==> config.mk <==
export PLATFORM = sky130hd
export DESIGN_NAME = rs_dsp_mac
export DESIGN_NICKNAME = d
export VERILOG_FILES = /design/src/rtl/rs_dsp_pkg.sv /design/src/rtl/rs_dsp_out_stage.sv /design/src/rtl/rs_dsp_mac.sv
export SDC_FILE = /design/constraint.sdc
export NUM_CORES = 2
export LEC_CHECK = 0
export CORE_MARGIN = 2
export CORE_UTILIZATION = 60
export CTS_CLUSTER_DIAMETER = 150
export DETAILED_ROUTE_END_ITERATION = 8
export HOLD_SLACK_MARGIN = 0.1
export MAX_ROUTING_LAYER = met4
export PLACE_DENSITY = 0.89
export SLEW_MARGIN = 0
export SYNTH_ARGS = -nofsm -noshare
export SYNTH_HDL_FRONTEND = slang
export SYNTH_SLANG_ARGS = --single-unit
==> constraint.sdc <==
create_clock -name clock -period 15.1 [get_ports clock]
set_input_delay 3.775 -clock clock [delete_from_list [all_inputs] [get_ports clock]]
set_output_delay 3.775 -clock clock [all_outputs]
set_load 0.01 [all_outputs]
==> src/rtl/rs_dsp_pkg.sv <==
// Shared types, default widths and helpers for the rs_dsp MAC family.
// Imported by the MAC top and its reusable output stage.
package rs_dsp_pkg;

  typedef enum logic [1:0] {
    MUL      = 2'd0,
    MAC      = 2'd1,
    MAC_LOAD = 2'd2,
    RSVD     = 2'd3
  } feedback_e;

  localparam int A_WIDTH_DEF     = 20;
  localparam int B_WIDTH_DEF     = 18;
  localparam int ACC_WIDTH_DEF   = 48;
  localparam int OUT_WIDTH_DEF   = 38;
  localparam int SHIFT_WIDTH_DEF = 6;
  localparam int DLY_B_DEF       = 1;

  // Extra product bits so that mixed signed/unsigned operands never overflow.
  localparam int PROD_GUARD  = 2;
  localparam int CLAMP_MAX_W = 64;

  function automatic bit widths_ok(input int a_w, input int b_w, input int acc_w,
                                   input int out_w, input int dly);
    return (acc_w >= a_w + b_w + PROD_GUARD) && (out_w <= acc_w) &&
           (out_w <= CLAMP_MAX_W) && (dly >= 1);
  endfunction

  // Signed bound of a w-bit range, sign-extended to CLAMP_MAX_W bits:
  // neg=0 gives 2^(w-1)-1, neg=1 gives -2^(w-1).
  function automatic logic [CLAMP_MAX_W-1:0] sat_clamp(input int w, input logic neg);
    logic [CLAMP_MAX_W-1:0] v;
    v = '0;
    for (int i = 0; i < CLAMP_MAX_W; i++) begin
      v[i] = (i < w - 1) ? ~neg : neg;
    end
    return v;
  endfunction

endpackage

==> src/rtl/rs_dsp_out_stage.sv <==
// Combinational round / arithmetic shift / saturate stage that feeds the
// output register of the MAC; shared with the cascade wrapper.
module rs_dsp_out_stage
  import rs_dsp_pkg::*;
#(
  parameter int ACC_WIDTH   = ACC_WIDTH_DEF,
  parameter int OUT_WIDTH   = OUT_WIDTH_DEF,
  parameter int SHIFT_WIDTH = SHIFT_WIDTH_DEF
) (
  input  logic [ACC_WIDTH-1:0]   acc,
  input  logic [SHIFT_WIDTH-1:0] shift_right,
  input  logic                   round,
  input  logic                   saturate_enable,
  output logic [OUT_WIDTH-1:0]   z,
  output logic                   sat
);

  localparam int RW = ACC_WIDTH + 1;

  logic [31:0]          s_amt;
  logic [RW-1:0]        rnd_add;
  logic [RW-1:0]        r;
  logic [RW-1:0]        q;
  logic [OUT_WIDTH-1:0] trunc;
  logic [RW-1:0]        q_back;
  logic                 fits;

  always_comb begin
    s_amt   = (32'(shift_right) > 32'(ACC_WIDTH - 1)) ? 32'(ACC_WIDTH - 1) : 32'(shift_right);
    rnd_add = (round && (s_amt != 32'd0)) ? (RW'(1) << (s_amt - 32'd1)) : '0;
    // One guard bit keeps the rounding carry from flipping the sign.
    r       = {acc[ACC_WIDTH-1], acc} + rnd_add;
    q       = RW'($signed(r) >>> s_amt);
    trunc   = q[OUT_WIDTH-1:0];
    q_back  = {{(RW - OUT_WIDTH){trunc[OUT_WIDTH-1]}}, trunc};
    fits    = (q_back == q);
    sat     = ~fits;
    z       = (saturate_enable && !fits) ? OUT_WIDTH'(sat_clamp(OUT_WIDTH, q[RW-1])) : trunc;
  end

endmodule

==> src/rtl/rs_dsp_mac.sv <==
// Four-stage pipelined multiply-accumulate: input register, multiply,
// accumulate, round/shift/saturate output register, plus a B cascade chain.
module rs_dsp_mac
  import rs_dsp_pkg::*;
#(
  parameter int A_WIDTH      = A_WIDTH_DEF,
  parameter int B_WIDTH      = B_WIDTH_DEF,
  parameter int ACC_WIDTH    = ACC_WIDTH_DEF,
  parameter int OUT_WIDTH    = OUT_WIDTH_DEF,
  parameter int SHIFT_WIDTH  = SHIFT_WIDTH_DEF,
  parameter int DLY_B_STAGES = DLY_B_DEF
) (
  input  logic                   clock,
  input  logic                   reset,
  input  logic                   valid_i,
  input  logic [A_WIDTH-1:0]     a_i,
  input  logic [B_WIDTH-1:0]     b_i,
  input  logic                   unsigned_a,
  input  logic                   unsigned_b,
  input  logic [1:0]             feedback,
  input  logic                   load_acc,
  input  logic [ACC_WIDTH-1:0]   acc_load_i,
  input  logic                   subtract,
  input  logic [SHIFT_WIDTH-1:0] shift_right,
  input  logic                   round,
  input  logic                   saturate_enable,
  output logic                   valid_o,
  output logic [OUT_WIDTH-1:0]   z_o,
  output logic                   sat_o,
  output logic [B_WIDTH-1:0]     dly_b_o
);

  localparam int P_WIDTH = A_WIDTH + B_WIDTH + PROD_GUARD;

  if (!widths_ok(A_WIDTH, B_WIDTH, ACC_WIDTH, OUT_WIDTH, DLY_B_STAGES)) begin : g_width_check
    $error("rs_dsp_mac: illegal width parameters");
  end

  // Valid-only pipeline, no backpressure: each stage's vN marks that its
  // registers hold a live sample; data registers hold while vN is low.

  // S1: input register
  logic                   v1;
  logic [A_WIDTH-1:0]     a1;
  logic [B_WIDTH-1:0]     b1;
  logic                   ua1, ub1, load1, sub1, rnd1, sen1;
  feedback_e              fb1;
  logic [ACC_WIDTH-1:0]   pre1;
  logic [SHIFT_WIDTH-1:0] sh1;

  always_ff @(posedge clock) begin
    if (reset) begin
      v1    <= 1'b0;
      a1    <= '0;
      b1    <= '0;
      ua1   <= 1'b0;
      ub1   <= 1'b0;
      fb1   <= MUL;
      load1 <= 1'b0;
      pre1  <= '0;
      sub1  <= 1'b0;
      sh1   <= '0;
      rnd1  <= 1'b0;
      sen1  <= 1'b0;
    end else begin
      v1 <= valid_i;
      if (valid_i) begin
        a1    <= a_i;
        b1    <= b_i;
        ua1   <= unsigned_a;
        ub1   <= unsigned_b;
        fb1   <= feedback_e'(feedback);
        load1 <= load_acc;
        pre1  <= acc_load_i;
        sub1  <= subtract;
        sh1   <= shift_right;
        rnd1  <= round;
        sen1  <= saturate_enable;
      end
    end
  end

  // S2: multiply
  logic signed [P_WIDTH-1:0] a_ext, b_ext, prod;

  always_comb begin
    a_ext = P_WIDTH'($signed({~ua1 & a1[A_WIDTH-1], a1}));
    b_ext = P_WIDTH'($signed({~ub1 & b1[B_WIDTH-1], b1}));
    prod  = a_ext * b_ext;
  end

  logic                   v2;
  logic [ACC_WIDTH-1:0]   p2, pre2;
  feedback_e              fb2;
  logic                   load2, sub2, rnd2, sen2;
  logic [SHIFT_WIDTH-1:0] sh2;

  always_ff @(posedge clock) begin
    if (reset) begin
      v2    <= 1'b0;
      p2    <= '0;
      pre2  <= '0;
      fb2   <= MUL;
      load2 <= 1'b0;
      sub2  <= 1'b0;
      sh2   <= '0;
      rnd2  <= 1'b0;
      sen2  <= 1'b0;
    end else begin
      v2 <= v1;
      if (v1) begin
        p2    <= ACC_WIDTH'(prod);
        pre2  <= pre1;
        fb2   <= fb1;
        load2 <= load1;
        sub2  <= sub1;
        sh2   <= sh1;
        rnd2  <= rnd1;
        sen2  <= sen1;
      end
    end
  end

  // S3: accumulate; the reserved mode falls through to the MUL base.
  logic                   v3;
  logic [ACC_WIDTH-1:0]   acc, base, acc_next;
  logic [SHIFT_WIDTH-1:0] sh3;
  logic                   rnd3, sen3;

  always_comb begin
    base = '0;
    case (fb2)
      MAC:      base = load2 ? '0 : acc;
      MAC_LOAD: base = load2 ? pre2 : acc;
      default:  base = '0;
    endcase
    acc_next = sub2 ? (base - p2) : (base + p2);
  end

  always_ff @(posedge clock) begin
    if (reset) begin
      v3   <= 1'b0;
      acc  <= '0;
      sh3  <= '0;
      rnd3 <= 1'b0;
      sen3 <= 1'b0;
    end else begin
      v3 <= v2;
      if (v2) begin
        acc  <= acc_next;
        sh3  <= sh2;
        rnd3 <= rnd2;
        sen3 <= sen2;
      end
    end
  end

  // S4: output register
  logic [OUT_WIDTH-1:0] z_next;
  logic                 sat_next;

  rs_dsp_out_stage #(
    .ACC_WIDTH  (ACC_WIDTH),
    .OUT_WIDTH  (OUT_WIDTH),
    .SHIFT_WIDTH(SHIFT_WIDTH)
  ) u_out_stage (
    .acc            (acc),
    .shift_right    (sh3),
    .round          (rnd3),
    .saturate_enable(sen3),
    .z              (z_next),
    .sat            (sat_next)
  );

  always_ff @(posedge clock) begin
    if (reset) begin
      valid_o <= 1'b0;
      z_o     <= '0;
      sat_o   <= 1'b0;
    end else begin
      valid_o <= v3;
      if (v3) begin
        z_o   <= z_next;
        sat_o <= sat_next;
      end
    end
  end

  // B cascade chain, advanced only by accepted samples.
  logic [B_WIDTH-1:0] dly_q [DLY_B_STAGES];

  always_ff @(posedge clock) begin
    if (reset) begin
      for (int i = 0; i < DLY_B_STAGES; i++) dly_q[i] <= '0;
    end else if (valid_i) begin
      dly_q[0] <= b_i;
      for (int i = 1; i < DLY_B_STAGES; i++) dly_q[i] <= dly_q[i-1];
    end
  end

  assign dly_b_o = dly_q[DLY_B_STAGES-1];

endmodule

## After elaboration in Yosys (flattened, before gate mapping)

Memory sizes are Yosys's and may differ from the RTL's.
Index checks and enable logic that the tools add are counted.

| storage, ports and cells | value |
|---|---|
| register bits | 299 |
| bits in writable memories | 18 |
| bits of input ports | 103 |
| output and inout port bits | 58 |
| word-level logic and storage cells | 66 |
| memories | 1 |

Memory list:

| memory | depth | width | read ports | clocked after Yosys merged registers in | wr ports | line | RTL |
|---|---|---|---|---|---|---|---|
| dly_q | 1 | 18 | 1 | 0 | 1 | rs_dsp_mac.sv:190 | `logic [B_WIDTH-1:0] dly_q [DLY_B_STAGES];` |

| cells by class | value |
|---|---|
| add/sub/neg operators | 4 |
| $mul | 1 |
| order comparisons | 1 |
| equal/unequal tests | 3 |
| shift-type cells | 2 |
| multiplexer cells | 14 |
| bitwise gates (word level) | 6 |
| reductions and logical operators | 5 |

Operators with widths:

| operator | count |
|---|---|
| 2-to-1 mux 48 bit | 3 |
| one-hot mux 48 bit (2 select lines) | 1 |
| adder 49 bit | 1 |
| 2-to-1 mux 49 bit | 1 |
| left shift 1 x 32 -> 49 bit, first input constant | 1 |
| >>> shifter 49 x 32 -> 49 bit | 1 |
| adder 48 bit | 1 |
| subtractor 48 bit | 1 |
| multiplier 21 x 19 -> 40 bit | 1 |
| 2-to-1 mux 38 bit | 1 |
| nonzero test 32 bit | 1 |
| subtractor 32 x 1 -> 32 bit, second input constant | 1 |
| 2-to-1 mux 18 bit | 1 |
| OR reduction 18 bit | 1 |
| == test 11 bit | 1 |
| > comparator 6 bit, second input constant | 1 |
| 2-to-1 mux 1 bit | 6 |
| 2-to-1 mux 6 bit | 1 |
| NOT 1 bit | 4 |
| bitwise AND 1 bit | 2 |
| == test 2 x 1 -> 1 bit, second input constant | 1 |
| == test 2 bit, second input constant | 1 |
| logical AND 1 bit | 2 |
| logical NOT 1 bit | 1 |

## Longest topological paths before layout

| logic depth | value |
|---|---|
| depth after elaboration | 11 |
| depth in mapped cells | 34 |

## By module

Synthesis repeated with hierarchy kept, for this count alone.

| second synthesis, totals | value |
|---|---|
| cells, all modules | 4530 |
| area total of the unflattened synthesis | 37646.1 µm² |

Modules (own cells, without submodules):

| module | instances | cells each | area an instance (µm²) | seq. area each (µm²) |
|---|---|---|---|---|
| rs_dsp_mac | 1 | 3327 | 30011.3 | 6526.3 |
| rs_dsp_out_stage | 1 | 1203 | 7634.8 | 0.0 |

## Worst setup path after synthesis

OpenSTA, ideal clock, no wires.

| timing | value |
|---|---|
| kind | reg2reg |
| start point | register sh3[5] |
| end point | register z_o[33] |
| setup time | 0.088 ns |
| arrival time | 7.166 ns |
| slack | 7.846 ns |
| stages on the path, launching flop included | 31 |
| path buffers | 6 |
| clock period less this slack | 7.254 ns |
| cells stage by stage | dfxtp_1 -> clkbuf_1 -> a21o_1 -> inv_1 -> buf_1 -> clkbuf_1 -> clkbuf_1 -> ha_1 -> or3b_1 -> a21oi_1 -> nand2_1 -> nor2_1 -> nand2_1 -> nor2_1 -> ha_1 -> a211o_1 -> a211o_1 -> a22oi_4 -> a211oi_4 -> or3_1 -> and4_1 -> o21ai_1 -> a21oi_1 -> a211o_1 -> a2111oi_0 -> nand4b_1 -> or2_1 -> a31o_1 -> buf_6 -> buf_6 -> a311oi_2 |

| between the ends | value |
|---|---|
| word-level cells in the longest chain between the ends | 11 |
| elaborated cells on any way between the ends | 14 |

Ends and longest elaborated chain:

| what | line | RTL |
|---|---|---|
| start: declaration | rs_dsp_mac.sv:127 | `logic [SHIFT_WIDTH-1:0] sh3;` |
| start signal: assignment | rs_dsp_mac.sv:144 | `sh3 <= '0;` |
| start signal: assignment | rs_dsp_mac.sv:151 | `sh3 <= sh2;` |
| > comparator 6 bit | rs_dsp_out_stage.sv:29 | `s_amt = (32'(shift_right) > 32'(ACC_WIDTH - 1)) ? 32'(ACC_WIDTH - 1) : 32'(shift_right);` |
| 2-to-1 mux 6 bit (*) | rs_dsp_out_stage.sv:29 |  |
| subtractor 32 x 1 -> 32 bit or nonzero test 32 bit (tied branches) | rs_dsp_out_stage.sv:30 | `rnd_add = (round && (s_amt != 32'd0)) ? (RW'(1) << (s_amt - 32'd1)) : '0;` |
| left shift 1 x 32 -> 49 bit or logical AND 1 bit (tied branches) | rs_dsp_out_stage.sv:30 |  |
| 2-to-1 mux 49 bit | rs_dsp_out_stage.sv:30 |  |
| adder 49 bit | rs_dsp_out_stage.sv:32 | `r = {acc[ACC_WIDTH-1], acc} + rnd_add;` |
| >>> shifter 49 x 32 -> 49 bit (*) | rs_dsp_out_stage.sv:33 | `q = RW'($signed(r) >>> s_amt);` |
| == test 11 bit | rs_dsp_out_stage.sv:36 | `fits = (q_back == q);` |
| logical NOT 1 bit | rs_dsp_out_stage.sv:38 | `z = (saturate_enable && !fits) ? OUT_WIDTH'(sat_clamp(OUT_WIDTH, q[RW-1])) : trunc;` |
| logical AND 1 bit | rs_dsp_out_stage.sv:38 |  |
| 2-to-1 mux 38 bit (*) | rs_dsp_out_stage.sv:38 |  |
| end signal: assignment | rs_dsp_mac.sv:183 | `z_o <= z_next;` |
| end: declaration | rs_dsp_mac.sv:28 | `output logic [OUT_WIDTH-1:0] z_o,` |

Mark *: on every way between the ends. The rest lies on a longest branch, timed or not.
A chain may end at the register's enable or synchronous reset.

## Worst setup path after layout

| timing | value |
|---|---|
| start point | register a1[19] |
| end point | register, netlist name p2[39] |

| between the ends | value |
|---|---|
| word-level cells in the longest chain between the ends | 2 |

Ends and longest elaborated chain:

| what | line | RTL |
|---|---|---|
| start: declaration | rs_dsp_mac.sv:44 | `logic [A_WIDTH-1:0] a1;` |
| start signal: assignment | rs_dsp_mac.sv:68 | `a1 <= a_i;` |
| bitwise AND 1 bit | rs_dsp_mac.sv:87 | `a_ext = P_WIDTH'($signed({~ua1 & a1[A_WIDTH-1], a1}));` |
| multiplier 21 x 19 -> 40 bit (*) | rs_dsp_mac.sv:89 | `prod = a_ext * b_ext;` |

Marked as above.

==> impl_metrics.toml <==
[run_status]
status = "completed"

[pwr]
p_switching_mw = 1.19
peakVddDrop_mv = 0.0979
sequentialPowerShare_pct = 30.7
power.leakage_nw = 17.1
power_mw = 3.23
power_frac_clock_pct = 32.3
combPwrFrac_pct = 37.0
power.internal_mw = 2.04
p_per_area_nw_per_um2 = 81.4
p_sw_share_pct = 36.8

[detailed_routing]
vias = 31992
drc_errors = 0
drtIter0Drc = 3301
first_pass_iters = 7
vias_per_cell = 6.31
ant_nets = 0
routed_wl_microns = 107000
wl_per_cell_microns = 21.1

[layout]
instances_no_fill = 5067
syn_to_final_growth_pct = 8.83
utilization_pct = 65.9
nets = 4981
seq_area_sq_um = 6530
multiInputGateArea_sq_um = 27300
fill_cells = 4623
layout-drive-gt1-share_pct = 4.51

[sta]
slew_headroom_pct = 8.46
finalCriticalPeriod_ns = 8.61
finalSetupViolCount = 0
finalHoldViolations = 0
tightestPinTransition_ns = 1.37
rsz0062_at_grt = "false"
hold_slack_ns = 0.467
min_period_over_period_pct = 57.0
setup_tns_ns = 0
drv_slew = 0
maxClockFrequency_ghz = 0.116
finalClockSkew_ns = 0.0294

[yosys]
synth_area_sq_um = 36400
seq_area_frac_synth_pct = 17.9
synth_edf_count = 18
syn_area_per_cell_sq_um = 8.50
synthArstFlopShare_pct = 0
synthFlopType = "dfxtp_1"
synth-seq-cells = 317
synthTopCellsByArea = "fa_1 22%, dfxtp_1 16%, mux2i_1 7.6%"
syn_nets = 5010
yosysTopAreaCellShare_pct = 22.3
yosysTopAreaCell = "fa_1"
syn_inst = 4285
ys_types = 97
synth_warnings = 0

[clock_network]
post_cts_resized = 0
hold_buffers = 0
cts-buffers-inserted = 38
path_clk_slew_ns = 0.06
clock_sinks = 317
cts_tree = "yes"
clock_path_buffers = 3
postCtsSetupRepairBufs = 0
h-tree-depth = 2
cts-root-buf = "clkbuf_16"
clk_latency_ns = 0.58

[floorplan]
io_pins = 161
dieArea_sq_um = 62700
die_x_microns = 250
rows = 90
coreArea_sq_um = 60100
initial_core_util_pct = 60.6
die_y_microns = 250

[critical_path]
critical-path-slowest-cell = "nor2b_1"
crit_path_max_fanout = 21
cp_common_cell = "fa_1"
r2r_cells = 25
cp_slowest_stage_delay_ns = 0.97
crit_cells = 25
arrival_ns = 9.09
worst-path-buf-inv = 2
crit_family = "adder cells"
critPathLaunchType = "flip-flop"
critPathCaptureType = "flip-flop"
required_ns = 15.59
crit_type = "flip-flop to flip-flop"

[global_route]
grt_start_max_net_pins = 104
grt_first_pass_wirelength_microns = 172000
antenna_found_initial = 1
grt_usage_pct = 35.2
gr-total-overflow = 0
grt_pass1_vias = 32651

[placed_design]
dp_hpwl_microns = 82000
gp_congestion = 1.04
placed_cells = 4998
port_buffers = 160

[hold_path]
min_path_cells = 2
hold_path.class = "flip-flop to flip-flop"

[flow_run]
maxCapViolCount = 0
## cell usage in the layout, fill, tap and decap left out, types with 32 or more instances in the layout
cell type and count:
nor2_1 533, nand2_1 440, inv_1 413, fa_1 405
dfxtp_1 296, mux2i_1 275, ha_1 217, a21oi_1 199
and2_1 167, clkdlybuf4s50_1 158, xnor2_1 124, o21ai_0 108
a21o_1 83, a22oi_1 64, nor3_1 50, nand2b_1 45
a211oi_1 43, clkbuf_16 41, a31oi_1 35, nand3_1 34
xor2_1 34, buf_4 32
## worst min-delay path, delay by kind of cell (launching register included)
kind	cells	cell delay, ns
AND/OR/NAND/NOR	1	0.06
AO/OA/AOI/OAI	1	0.05
flip-flops	1	0.31
## synthesized netlist by cell type, types with 12 or more instances
cell type	count
a211oi_1	43
a211oi_2	17
a21o_1	83
a21oi_1	201
a22oi_1	64
a311oi_2	13
a31oi_1	35
and2_1	167
and3_1	19
and4_1	13
buf_1	42
buf_2	19
clkbuf_1	190
dfxtp_1	299
edfxtp_1	18
fa_1	405
ha_1	217
inv_1	414
mux2_2	19
mux2i_1	275
nand2_1	440
nand2b_1	45
nand3_1	34
nand4_1	24
nor2_1	534
nor2b_1	22
nor3_1	50
o211ai_1	17
o21a_1	30
o21ai_0	108
o21bai_1	21
o22ai_1	12
o31ai_1	16
or3_1	14
xnor2_1	124
xor2_1	34
## kinds of logic (layout without fill, tap and decap cells)
| family | after synthesis | after routing | synth area share (%) |
|---|---|---|---|
| simple gates | 1409 | 1409 | 17.6 |
| fa+ha+maj | 622 | 622 | 29.7 |
| compound gates | 805 | 805 | 15.5 |
| buf+inv | 677 | 676 | 7.18 |
| xor+xnor | 159 | 159 | 3.84 |
| mux | 296 | 296 | 8.27 |
| flops | 317 | 317 | 17.9 |
| other cells | 0 | 1 | 0 |
## sequential cells by signal, summed over array words and instances, names as in the netlist, 2 cells and up
signal	cells
sh1	6
dly_q	18
p2	40
pre1	48
b1	18
fb1	2
acc	48
a1	20
sh3	6
pre2	48
sh2	6
fb2	2
z_o	38
## power by group through the flow
| stage | clock network, mW | registers, mW | logic (mW) |
|---|---|---|---|
| 3_3_place_gp | 0 | 0.998 | 1.12 |
| 3_5_place_dp | 0 | 1.00 | 1.17 |
| 5_1_grt | 1.08 | 0.994 | 1.32 |
| 4_1_cts | 1.05 | 0.984 | 1.18 |
| 6_report | 1.04 | 0.989 | 1.20 |
| 2_1_floorplan | 0 | 0.948 | 0.898 |
## layer usage
metal	up-vias	routed length, microns	GRT usage (%)
met5	-	0	-
met4	0	5830	18.0
met3	387	8150	4.51
met2	1598	52700	58.6
met1	15690	40300	41.9
li1	14317	-	-
## final timing paths
path | startpoint | endpoint | slack [ns]
setup / recovery | a1[19] | p2[39] | 6.49
hold / removal | sat_o | sat_o | 0.47
setup reg to reg | a1[19] | p2[39] | 6.49
hold reg to reg | sat_o | sat_o | 0.47
## area by class of cell
class | instances | share of cell area, %
Tap cell | 782 | 2.47
Sequential cell | 317 | 16.5
Clock buffer | 50 | 2.75
Multi-Input combinational cell | 3291 | 68.9
Clock inverter | 18 | 0.805
Antenna cell | 1 | 0.00631
Timing Repair Buffer | 191 | 4.63
Inverter | 417 | 3.95
## stage by stage
step / area, sq um / setup slack (ns)
4_1_cts: 39600 / 6.65
2_1_floorplan: 36400 / 7.85
3_5_place_dp: 38200 / 6.68
6_report: 39600 / 6.49
3_3_place_gp: 38200 / 7.11
5_1_grt: 39600 / 6.14
(Power assumes the default switching activity.)
